File: config.mk
export PLATFORM = sky130hd
export DESIGN_NAME = fpcmp_arbiter
export DESIGN_NICKNAME = d
export VERILOG_FILES = /design/src/rtl/fpcmp_pkg.sv /design/src/rtl/fpcmp_arbiter_rr.sv /design/src/rtl/fpcmp_arbiter.sv
export SDC_FILE = /design/constraint.sdc
export NUM_CORES = 1
export LEC_CHECK = 0
export ABC_CLOCK_PERIOD_IN_PS = 2300
export CAP_MARGIN = 10
export CORE_MARGIN = 2
export CORE_UTILIZATION = 39
export CTS_BUF_LIST = sky130_fd_sc_hd__clkbuf_4
export DETAILED_ROUTE_END_ITERATION = 16
export PLACE_DENSITY = 0.8
export SLEW_MARGIN = 5
export SYNTH_ARGS = -nofsm -noshare
export SYNTH_HDL_FRONTEND = slang
export SYNTH_HIERARCHICAL = 1
export SYNTH_SLANG_ARGS = --single-unit
File: constraint.sdc
create_clock -name clk -period 2.3 [get_ports clk]
set_input_delay 0.23 -clock clk [delete_from_list [all_inputs] [get_ports clk]]
set_output_delay 0.23 -clock clk [all_outputs]
set_load 0.005 [all_outputs]
File: src/rtl/fpcmp_pkg.sv
// Shared types and constants for the slab-test comparator arbiter: operand
// format (FloPoCo 2-bit exception, sign, 11-bit exponent, 2-bit fraction) and the request tag.
package fpcmp_pkg;

    localparam int OPERAND_W = 16;
    localparam int EXP_W     = 11;
    localparam int FRAC_W    = 2;

    typedef enum logic [1:0] {
        EXC_ZERO   = 2'b00,
        EXC_NORMAL = 2'b01,
        EXC_INF    = 2'b10,
        EXC_NAN    = 2'b11
    } fp_exc_e;

    // Index field is sized for the largest supported requester count (8).
    localparam int TAG_IDX_W = 3;

    typedef struct packed {
        logic                 valid;
        logic [TAG_IDX_W-1:0] index;
    } tag_t;

    function automatic int tag_w(input int nreq);
        return (nreq > 1) ? $clog2(nreq) : 1;
    endfunction

endpackage

File: src/rtl/fpcmp_arbiter_rr.sv
// Grant logic for the comparator arbiter: round-robin from ptr+1 when
// CMPARB_ROUND_ROBIN_EN is defined, lowest-index fixed priority otherwise.
module rr_arbiter
    import fpcmp_pkg::*;
#(
    parameter int NREQ  = 4,
    parameter int IDX_W = tag_w(NREQ)
)(
    input  logic [NREQ-1:0]  req,
`ifdef CMPARB_ROUND_ROBIN_EN
    input  logic [IDX_W-1:0] ptr,
`endif
    output logic [NREQ-1:0]  grant,
    output logic [IDX_W-1:0] grant_idx
);

    logic found;

`ifdef CMPARB_ROUND_ROBIN_EN
    int cand;

    // Walk the ring starting just after the last winner; first requester seen wins.
    always_comb begin
        grant     = '0;
        grant_idx = '0;
        found     = 1'b0;
        cand      = 0;
        for (int k = 1; k <= NREQ; k++) begin
            cand = (int'(ptr) + k) % NREQ;
            if (!found && req[cand]) begin
                found       = 1'b1;
                grant[cand] = 1'b1;
                grant_idx   = IDX_W'(cand);
            end
        end
    end
`else
    always_comb begin
        grant     = '0;
        grant_idx = '0;
        found     = 1'b0;
        for (int k = 0; k < NREQ; k++) begin
            if (!found && req[k]) begin
                found     = 1'b1;
                grant[k]  = 1'b1;
                grant_idx = IDX_W'(k);
            end
        end
    end
`endif

endmodule

File: src/rtl/fpcmp_arbiter.sv
// Shares one pipelined FP less-or-equal comparator among NREQ slab units and
// routes each result back to its issuer. CMPARB_ROUND_ROBIN_EN selects round-robin.
module fpcmp_arbiter
    import fpcmp_pkg::*;
#(
    parameter int NREQ    = 4,
    parameter int WIDTH   = OPERAND_W - 1,
    parameter int CMP_LAT = 3
)(
    input  logic                         clk,
    input  logic                         rst,
    input  logic [NREQ-1:0]              req_valid,
    output logic [NREQ-1:0]              req_ready,
    input  logic [NREQ*(WIDTH+1)-1:0]    req_a,
    input  logic [NREQ*(WIDTH+1)-1:0]    req_b,
    input  logic                         flush,
    output logic [WIDTH:0]               cmp_a,
    output logic [WIDTH:0]               cmp_b,
    input  logic                         cmp_le,
    output logic [NREQ-1:0]              rsp_valid,
    output logic                         rsp_le,
    output logic [$clog2(CMP_LAT+2)-1:0] inflight
);

    localparam int OPW   = WIDTH + 1;
    localparam int IDX_W = tag_w(NREQ);
    localparam int CNT_W = $clog2(CMP_LAT + 2);

    logic [OPW-1:0]   op_a [NREQ];
    logic [OPW-1:0]   op_b [NREQ];
    logic [NREQ-1:0]  grant;
    logic [IDX_W-1:0] grant_idx;
    logic             xfer;

    logic [OPW-1:0]   cmp_a_reg;
    logic [OPW-1:0]   cmp_b_reg;
    logic [NREQ-1:0]  rsp_valid_reg;
    logic             rsp_le_reg;
    logic [CNT_W-1:0] inflight_reg;
    logic [CNT_W-1:0] inflight_next;
    logic [NREQ-1:0]  rsp_hit;

    // Stage 0 travels alongside cmp_a/cmp_b; stages 1..CMP_LAT track the
    // comparator's own latency so the last stage lines up with cmp_le.
    tag_t             tag_pipe_reg [CMP_LAT+1];
    tag_t             issue_tag;
    tag_t             tag_out;

`ifdef CMPARB_ROUND_ROBIN_EN
    logic [IDX_W-1:0] ptr_reg;
`endif

    genvar gi;
    generate
        for (gi = 0; gi < NREQ; gi++) begin : g_unpack
            assign op_a[gi]    = req_a[gi*OPW +: OPW];
            assign op_b[gi]    = req_b[gi*OPW +: OPW];
            assign rsp_hit[gi] = tag_out.valid && (tag_out.index == TAG_IDX_W'(gi));
        end
    endgenerate

    rr_arbiter #(
        .NREQ      (NREQ),
        .IDX_W     (IDX_W)
    ) u_arb (
        .req       (req_valid),
`ifdef CMPARB_ROUND_ROBIN_EN
        .ptr       (ptr_reg),
`endif
        .grant     (grant),
        .grant_idx (grant_idx)
    );

    // Ready is suppressed during flush and reset so nothing is accepted that
    // would immediately be discarded.
    assign req_ready = (rst || flush) ? '0 : grant;
    assign xfer      = |req_ready;

    assign issue_tag.valid = xfer;
    assign issue_tag.index = TAG_IDX_W'(grant_idx);
    assign tag_out         = tag_pipe_reg[CMP_LAT];

    always_comb begin
        inflight_next = inflight_reg;
        if (xfer && !tag_out.valid) begin
            inflight_next = inflight_reg + CNT_W'(1);
        end else if (!xfer && tag_out.valid) begin
            inflight_next = inflight_reg - CNT_W'(1);
        end
    end

    always_ff @(posedge clk or posedge rst) begin
        if (rst) begin
            cmp_a_reg     <= '0;
            cmp_b_reg     <= '0;
            rsp_valid_reg <= '0;
            rsp_le_reg    <= 1'b0;
            inflight_reg  <= '0;
            for (int k = 0; k <= CMP_LAT; k++) begin
                tag_pipe_reg[k] <= '0;
            end
`ifdef CMPARB_ROUND_ROBIN_EN
            ptr_reg       <= IDX_W'(NREQ - 1);
`endif
        end else begin
            if (xfer) begin
                cmp_a_reg <= op_a[grant_idx];
                cmp_b_reg <= op_b[grant_idx];
`ifdef CMPARB_ROUND_ROBIN_EN
                ptr_reg   <= grant_idx;
`endif
            end
            if (flush) begin
                for (int k = 0; k <= CMP_LAT; k++) begin
                    tag_pipe_reg[k] <= '0;
                end
                rsp_valid_reg <= '0;
                rsp_le_reg    <= 1'b0;
                inflight_reg  <= '0;
            end else begin
                tag_pipe_reg[0] <= issue_tag;
                for (int k = 1; k <= CMP_LAT; k++) begin
                    tag_pipe_reg[k] <= tag_pipe_reg[k-1];
                end
                rsp_valid_reg <= rsp_hit;
                rsp_le_reg    <= tag_out.valid & cmp_le;
                inflight_reg  <= inflight_next;
            end
        end
    end

    assign cmp_a     = cmp_a_reg;
    assign cmp_b     = cmp_b_reg;
    assign rsp_valid = rsp_valid_reg;
    assign rsp_le    = rsp_le_reg;
    assign inflight  = inflight_reg;

endmodule
After elaboration in Yosys (flattened, before gate mapping) --
Index checks and enable logic that the tools add are counted. W data, S select, Z words.
Storage, ports and cells: register bits after elaboration 56, input port bits 136, output and inout port bits 44, word-level logic and storage cells 61
Operators by class: add/subtract/negate cells 2, $lt $le $gt $ge 1, equality and inequality tests 3, mux-type cells 22, bitwise logic cells 2, reduce and logical (&&, ||, !) cells 18
Operators by type and width (number):
- $mux W16 | 5
- $bmux W16 S2 | 2
- $logic_and A1 B1 Y1 | 9
- $mux W3 | 3
- $mux W1 | 8
- $mux W4 | 2
- $eq A3 B2 Y1 const B | 2
- $logic_not A1 Y1 | 5
- $mux W2 | 2
- $reduce_or A4 Y1 | 1
- $add A3 B1 Y3 const B | 1
- $eq A3 B1 Y1 const B | 1
- $ge A3 B3 Y1 const B | 1
- $logic_not A3 Y1 | 1
- $not A2 Y3 | 1
- $reduce_bool A3 Y1 | 1
- $sub A3 B1 Y3 const B | 1
- $and A1 B1 Y1 | 1
- $logic_or A1 B1 Y1 | 1

Logic depth before layout (Yosys ltp) --
Gate-level depths: netlist of run 1.
depth after elaboration 17, gate-level depth with buffers 8, depth with buffers taken out 8

Hierarchy --
The synthesis of run 1 kept the hierarchy.
Modules (own cells, without submodules):
- fpcmp_arbiter | times used 1, cells each 185, area an instance 2961.6 µm², sequential area each 1301.2 µm²
- rr_arbiter | times used 1, cells each 9, area an instance 63.8 µm², sequential area each 0.0 µm²

Worst setup path after synthesis of run 1 --
Ideal clock, no wire load.
kind input to register, from input req_valid[2], to register inflight_reg[1] (netlist: inflight[1]), library setup time 126 ps, arrival time 1893 ps, data required time 2174 ps, setup slack 281 ps, stages on the path 7, path buffers 0, cell sequence nor3b_1 > nor4_4 > nor3_1 > fa_1 > nor3b_1 > a2bb2oi_1 > a311o_1
On the way: word-level cells in the longest chain between the ends 10, elaborated cells between the ends (all ways) 14, classes of those cells mux (6); reduce/logical (8)
Ends and longest elaborated chain:
- start: declaration | RTL line fpcmp_arbiter.sv:12 | input logic [NREQ-1:0] req_valid,
- $logic_and A1 B1 Y1 (*) | RTL line fpcmp_arbiter_rr.sv:43 | if (!found && req[k]) begin
- $mux W1 | RTL line fpcmp_arbiter_rr.sv:43
- $logic_not A1 Y1 | RTL line fpcmp_arbiter_rr.sv:43
- $logic_and A1 B1 Y1 | RTL line fpcmp_arbiter_rr.sv:43
- $mux W1 | RTL line fpcmp_arbiter_rr.sv:43
- $mux W4 (*) | RTL line fpcmp_arbiter.sv:76 | assign req_ready = (rst || flush) ? '0 : grant;
- $reduce_or A4 Y1 (*) | RTL line fpcmp_arbiter.sv:77 | assign xfer = |req_ready;
- $logic_and A1 B1 Y1 or $logic_not A1 Y1 (tied branches) | RTL line fpcmp_arbiter.sv:85, fpcmp_arbiter.sv:87
- $mux W3 or $logic_and A1 B1 Y1 (tied branches) | RTL line fpcmp_arbiter.sv:85, fpcmp_arbiter.sv:87
- $mux W3 or $reduce_bool A3 Y1 (tied branches)
- end signal: assignment | RTL line fpcmp_arbiter.sv:127 | inflight_reg <= inflight_next;
- end: declaration | RTL line fpcmp_arbiter.sv:39 | logic [CNT_W-1:0] inflight_reg;
Mark *: on every way between the ends. The rest lies on a longest branch, timed or not. A chain may end at the register's enable or synchronous reset.

Worst setup path in the final report of run 1 --
from input req_valid[1], to output req_ready[1]
On the way: word-level cells in the longest chain between the ends 3
Ends and longest elaborated chain:
- $logic_and A1 B1 Y1 | RTL line fpcmp_arbiter_rr.sv:43
- $mux W1 | RTL line fpcmp_arbiter_rr.sv:43
- net grant[1] | RTL line fpcmp_arbiter.sv:31 | logic [NREQ-1:0] grant;
- $mux W4 | RTL line fpcmp_arbiter.sv:76
- end: declaration | RTL line fpcmp_arbiter.sv:13 | output logic [NREQ-1:0] req_ready,
The timed path passes the listed nets, and every way through them passes these cells.

==> results.sh, run 1 <==
export IMPL_dp_hpwl_um=6610
export IMPL_antenna_found_initial=0
export IMPL_arrival_ps=1940
export IMPL_layout_common_cells="179 x clkdlybuf4s50_1, 52 x dfrtp_1, 31 x mux2_2"
export IMPL_p_seq_frac=0.451
export IMPL_cts_buffer_depth=2
export IMPL_post_route_period_util=0.943
export IMPL_syn_area_um2=3030
export IMPL_port_buffer_count=179
export IMPL_status="finished, final reports clean"
export IMPL_critPathBufInv=5
export IMPL_hold_viol=0
export IMPL_path_max_fanout=3
export IMPL_crit_path_max_incr_delay_ps=500
export IMPL_pre_cts_ws_ps=-335
export IMPL_multi_input_area_um2=1610
export IMPL_finish_net_count=519
export IMPL_slew_viol_final=0
export IMPL_cts_sinks=52
export IMPL_num_rows=32
export IMPL_grt_total_usage=0.198
export IMPL_vias_per_cell=5.12
export IMPL_cts_root_buf="clkbuf_4"
export IMPL_cts_tree="built"
export IMPL_layout_drive_gt1_share=0.196
export IMPL_worstSetupEndpointType="output port"
export IMPL_ir_drop_mv=0.271
export IMPL_clk_latency_ps=370
export IMPL_cts_setup_buffers=0
export IMPL_tightest_slew_ps=350
export IMPL_p_sw_mw=0.654
export IMPL_syn_instance_count=194
export IMPL_postLayoutCoreUtil=0.669
export IMPL_leakage_nw=2.04
export IMPL_p_int_mw=1.88
export IMPL_ant_nets=0
export IMPL_vias=2482
export IMPL_avgRoutedWirePerCell_um=17.0
export IMPL_gp_congestion=0.780
export IMPL_yosysSeqAreaShare=0.430
export IMPL_grt_setup_unrepaired="false"
export IMPL_clock_skew_ps=16.8
export IMPL_path_cells="clkdlybuf4s50_1, buf_4, inv_1, nor2_1, buf_4, and2_1, clkdlybuf4s50_1"
export IMPL_finalPower_mw=2.54
export IMPL_drcViolationCount=0
export IMPL_cp_required_ps=2070
export IMPL_drtPass1Iterations=4
export IMPL_critical_path_top_delay_family="buffers and inverters"
export IMPL_max_freq_ghz=0.461
export IMPL_grt_overflow_total=0
export IMPL_syn_to_final_growth_pct=68.3
export IMPL_worstHoldPathType="in -> async"
export IMPL_filler_cell_count=579
export IMPL_hold_buffers=0
export IMPL_layout_area_seq_um2=1300
export IMPL_slew_headroom=0.767
export IMPL_criticalPathCategory="in -> out"
export IMPL_p_per_area_nw_per_um2=498
export IMPL_routed_wl_um=8260
export IMPL_cts_made_buffers=5
export IMPL_htree_levels=2
export IMPL_layout_commonest_cell="clkdlybuf4s50_1"
export IMPL_grt_max_degree=47
export IMPL_die_w_um=92.1
export IMPL_clockPowerShare=0.169
export IMPL_sw_frac_of_total=0.258
export IMPL_die_y_um=92.1
export IMPL_avgSynthCellArea_um2=15.6
export IMPL_num_io_pins=180
export IMPL_dr_first_iter_drc_count=53
export IMPL_pwr_share_comb=0.381
export IMPL_setup_ws_ps=132
export IMPL_grt_pass1_wl_um=13100
export IMPL_ys_ff_latch=52
export IMPL_cp_start_kind="input port"
export IMPL_slowest_stage="clkdlybuf4s50_1"
export IMPL_layout_min_cycle_time_ps=2170
export IMPL_diodes=0
export IMPL_synth_nets=331
export IMPL_ys_types=34
export IMPL_finalSetupViolCount=0
export IMPL_die_area_um2=8480
export IMPL_core_area_um2=7610
export IMPL_grt_pass1_vias=2664
export IMPL_initial_utilization=0.398
export IMPL_ys_warn_count=6
export IMPL_path_clk_slew_ps=150
export IMPL_cap_violations=0
## power by group through the flow
stage          registers (mW)  clock network (mW)  logic, mW
2_1_floorplan            1.17                   0      0.339
3_3_place_gp             1.16                   0      0.961
3_5_place_dp             1.17                   0      0.978
4_1_cts                  1.15               0.455      0.982
5_1_grt                  1.16               0.494       1.03
6_report                 1.14               0.428      0.966
## layout make-up
type | instances | area share
Multi-Input combinational cell | 122 | 0.316
Inverter | 4 | 0.00295
Sequential cell | 52 | 0.256
Tap cell | 102 | 0.0251
Timing Repair Buffer | 197 | 0.388
Clock buffer | 5 | 0.00737
Clock inverter | 3 | 0.00491
## metrics by stage
| stage | std cells | setup TNS, ps | hold slack [ps] | instance area [um2] |
|---|---|---|---|---|
| finish | 485 | 0 | 183 | 5090 |
| global route | 485 | 0 | 161 | 5090 |
| CTS | 485 | 0 | 164 | 5090 |
| detailed placement | 477 | -4300 | 458 | 5020 |
| global placement | 477 | -3410 | 441 | 5020 |
| floorplan | 194 | 0 | 359 | 3030 |
## final timing paths
kind,from,to,slack (ps),cells after the start
max in group asynchronous,rst,cmp_a[15],1640,4
worst max-delay path,req_valid[1],req_ready[1],130,7
min in group clk,cmp_le,rsp_le,410,2
worst min register to register,tag_out[1],rsp_valid[1],480,1
worst min-delay path,rst,rsp_valid[3],180,3
worst max register to register,tag_out[3],inflight[1],390,5
## worst register-to-register path: cells and delay by family (launching register included)
family / cells / cell delay, ps
and+or+nand+nor: 3 / 740
DFF: 1 / 530
adders and majority gates: 1 / 480
AOI/OAI and AO/OA: 1 / 120
## routing by layer
| metal | GRT usage | routed length [um] | up-vias |
|---|---|---|---|
| li1 | - | - | 1144 |
| met1 | 0.219 | 2980 | 1216 |
| met2 | 0.370 | 4490 | 112 |
| met3 | 0.0616 | 676 | 10 |
| met4 | 0.0448 | 116 | 0 |
| met5 | 0 | 0 | - |
## Yosys cell counts, drive strengths merged
cell type,count,share of area
a311o,1,0.0033
clkbuf,7,0.0087
o2111ai,2,0.0058
a21oi,1,0.0029
nor2,7,0.011
or3,1,0.0021
a2bb2oi,1,0.0029
nor2b,13,0.027
dfrtp,52,0.43
or4,1,0.0029
nand2b,1,0.0045
nand2,3,0.0037
inv,4,0.0050
nor3,5,0.0099
mux4,32,0.27
o211ai,2,0.0050
and2,5,0.011
mux2,32,0.12
and3b,2,0.0058
buf,9,0.030
nand4,2,0.0041
o22ai,1,0.0021
nor3b,6,0.015
or2,1,0.0021
fa,1,0.0066
nor4,1,0.0070
and3,1,0.0021
## logic make-up (layout without fill, tap and decap cells)
kind of cell             after synthesis  after routing  share of synthesized area
AND/OR/NAND/NOR                       49             49                      0.108
multiplexers                          64             64                      0.390
AO/OA/AOI/OAI                          8              8                     0.0219
adder cells (fa/ha/maj)                1              1                    0.00662
buffers and inverters                 20            209                     0.0438
flip-flops                            52             52                      0.430
## repair_timing
| item | in CTS | in global routing |
|---|---|---|
| setup endpoints to repair | 0 | 1 |
| hold endpoints to repair | 0 | 0 |
| resized for setup | 0 | 1 |
Note: power is estimated with default switching activity, not from simulation.
==> run 2: changes to the inputs <==
--- a/config.mk
+++ b/config.mk
@@ -11,6 +11,7 @@
 export CORE_UTILIZATION = 39
 export CTS_BUF_LIST = sky130_fd_sc_hd__clkbuf_4
 export DETAILED_ROUTE_END_ITERATION = 16
+export GPL_TIMING_DRIVEN = 0
 export PLACE_DENSITY = 0.8
 export SLEW_MARGIN = 5
 export SYNTH_ARGS = -nofsm -noshare
==> run 2 against run 1 <==
- count of clock-buffer cells in the layout grew 1
- via count shrank 0.12%
- power grew 2.9%
- core utilization shrank 0.44 points
- largest power group unchanged
- highest routed layer unchanged
==> results.sh, run 2 (same netlist as run 1, synthesis figures left out) <==
export IMPL_avgRoutedWirePerCell_um=16.9
export IMPL_met3_length_um=666
export IMPL_finalSetupViolCount=0
export IMPL_filler_cell_count=603
export IMPL_rr_worst_depth=6
export IMPL_gp_congestion=0.755
export IMPL_drt_met1_wl_um=2920
export IMPL_dp_hpwl_um=6830
export IMPL_clk_latency_ps=360
export IMPL_hold_buffers=0
export IMPL_worstHoldPathType="in -> async"
export IMPL_slowest_stage="clkdlybuf4s50_1"
export IMPL_cp_required_ps=2560
export IMPL_grt_overflow_total=0
export IMPL_cts_made_buffers=5
export IMPL_cts_tree="built"
export IMPL_arrival_ps=2470
export IMPL_die_area_um2=8480
export IMPL_dr_first_iter_drc_count=44
export IMPL_drcViolationCount=0
export IMPL_wl_met2_um=4400
export IMPL_core_area_um2=7610
export IMPL_finish_net_count=519
export IMPL_drtPass1Iterations=5
export IMPL_reg2reg_from="tag_out[3]"
export IMPL_initial_utilization=0.398
export IMPL_vias_per_cell=5.11
export IMPL_critPathBufInv=3
export IMPL_layout_commonest_cell="clkdlybuf4s50_1"
export IMPL_criticalPathCategory="in -> reg"
export IMPL_cp_common_cell="clkbuf_1"
export IMPL_grt_total_usage=0.200
export IMPL_p_per_area_nw_per_um2=516
export IMPL_layout_common_cells="179 x clkdlybuf4s50_1, 52 x dfrtp_1, 31 x mux2_2"
export IMPL_cp_num_cells=6
export IMPL_die_y_um=92.1
export IMPL_cap_violations=0
export IMPL_worstSetupEndpoint="cmp_b[11]"
export IMPL_num_io_pins=180
export IMPL_die_w_um=92.1
export IMPL_critical_path_top_delay_family="buffers and inverters"
export IMPL_layout_drive_gt1_share=0.178
export IMPL_grt_setup_unrepaired="true"
export IMPL_startpoint="req_valid[0]"
export IMPL_cts_root_buf="clkbuf_4"
export IMPL_tightest_slew_ps=555
export IMPL_setup_ws_ps=83.1
export IMPL_worstSetupEndpointType="register"
export IMPL_vias=2479
export IMPL_post_route_period_util=0.964
export IMPL_path_clk_slew_ps=140
export IMPL_status="finished, final reports clean"
export IMPL_routed_wl_um=8210
export IMPL_cts_sinks=52
export IMPL_syn_to_final_growth_pct=67.2
export IMPL_top_layer_used="met4"
export IMPL_layout_min_cycle_time_ps=2220
export IMPL_path_max_fanout=10
export IMPL_antenna_found_initial=0
export IMPL_hold_viol=0
export IMPL_grt_pass1_wl_um=13100
export IMPL_cts_buffer_depth=2
export IMPL_slew_headroom=0.630
export IMPL_port_buffer_count=179
export IMPL_leakage_nw=2.02
export IMPL_path_cells="clkdlybuf4s50_1, nor3_1, clkbuf_1, clkbuf_1, mux4_1, mux2_2"
export IMPL_num_rows=32
export IMPL_crit_path_max_incr_delay_ps=540
export IMPL_ir_drop_mv=0.285
export IMPL_diodes=0
export IMPL_cp_start_kind="input port"
export IMPL_max_freq_ghz=0.451
export IMPL_r2r_slack_ps=260
export IMPL_pre_cts_ws_ps=-473
export IMPL_clock_skew_ps=4.86
export IMPL_grt_max_degree=34
export IMPL_ant_nets=0
export IMPL_htree_levels=2
export IMPL_finalPower_mw=2.61
export IMPL_postLayoutCoreUtil=0.665
export IMPL_grt_pass1_vias=2748
export IMPL_r2r_end="inflight[1]"
export IMPL_slew_viol_final=0
-- run 2: changes by cell type in the layout (fill, tap and decap cells not counted), moves of 2 or more --
cell      delta
buf_6        +7
buf_12       -3
clkbuf_1     +6
buf_4       -12
inv_6        -2
-- run 2: timing repair --
action,in CTS,in global routing
buffers inserted,1,0
endpoints found under the hold margin,0,0
resized for setup,0,3
pin swaps,1,0
setup endpoints to repair,1,2
-- run 2: layout make-up --
cell class	instances	area [um2]	share of cell area
repair buffers	181	1820	0.360
multi-input cells	122	1600	0.316
flip-flops and latches	52	1300	0.257
well taps	102	128	0.0252
plain buffers	16	119	0.0235
clock buffers	6	45.0	0.00890
clock inverters	2	35.0	0.00693
inverters	4	15.0	0.00297
-- run 2: report_power, final --
part           internal [mW]  switching [mW]
logic                  0.685           0.268
clock network          0.240           0.276
registers               1.06          0.0784
total                   1.99           0.623
-- run 2: worst min-delay path by stage --
stage                                 from                to  slack (ps)
after floorplan                     cmp_le            rsp_le         360
after global placement    tag_pipe_reg[15]  tag_pipe_reg[11]         440
after detailed placement   tag_pipe_reg[8]   tag_pipe_reg[4]         460
after CTS                              rst          cmp_a[3]         240
after global routing                   rst          cmp_a[3]         240
final                                  rst       inflight[1]         230
-- run 2: worst register-to-register path, stage by stage (launching register included) --
cell and delay [ps]:
dfrtp_1 430, clkbuf_1 210, nor3_1 290, fa_1 480, or3_1 310, nor3_1 150, a311o_1 130
-- run 2: per-stage QoR --
| step | instances | cell area, um2 | hold WS [ps] | TNS [ps] |
|---|---|---|---|---|
| after detailed placement | 476 | 4960 | 457 | -7930 |
| after global placement | 475 | 4940 | 441 | -20850 |
| after global routing | 485 | 5060 | 244 | -14.4 |
| final | 485 | 5060 | 225 | 0 |
| after floorplan | 194 | 3030 | 359 | 0 |
| after CTS | 485 | 5050 | 235 | 0 |
-- run 2: per-layer routing --
layer,vias up,GRT usage
li1,1140,-
met4,0,0.0684
met3,16,0.0624
met2,120,0.377
met5,-,0
met1,1203,0.207
==> run 3: changes to the inputs <==
--- a/config.mk
+++ b/config.mk
@@ -11,6 +11,7 @@
 export CORE_UTILIZATION = 39
 export CTS_BUF_LIST = sky130_fd_sc_hd__clkbuf_4
 export DETAILED_ROUTE_END_ITERATION = 16
+export GPL_ROUTABILITY_DRIVEN = 0
 export GPL_TIMING_DRIVEN = 0
 export PLACE_DENSITY = 0.8
 export SLEW_MARGIN = 5
==> results of run 3 <==
Same layout as run 2: the final DEF is identical, and so are final timing and power.
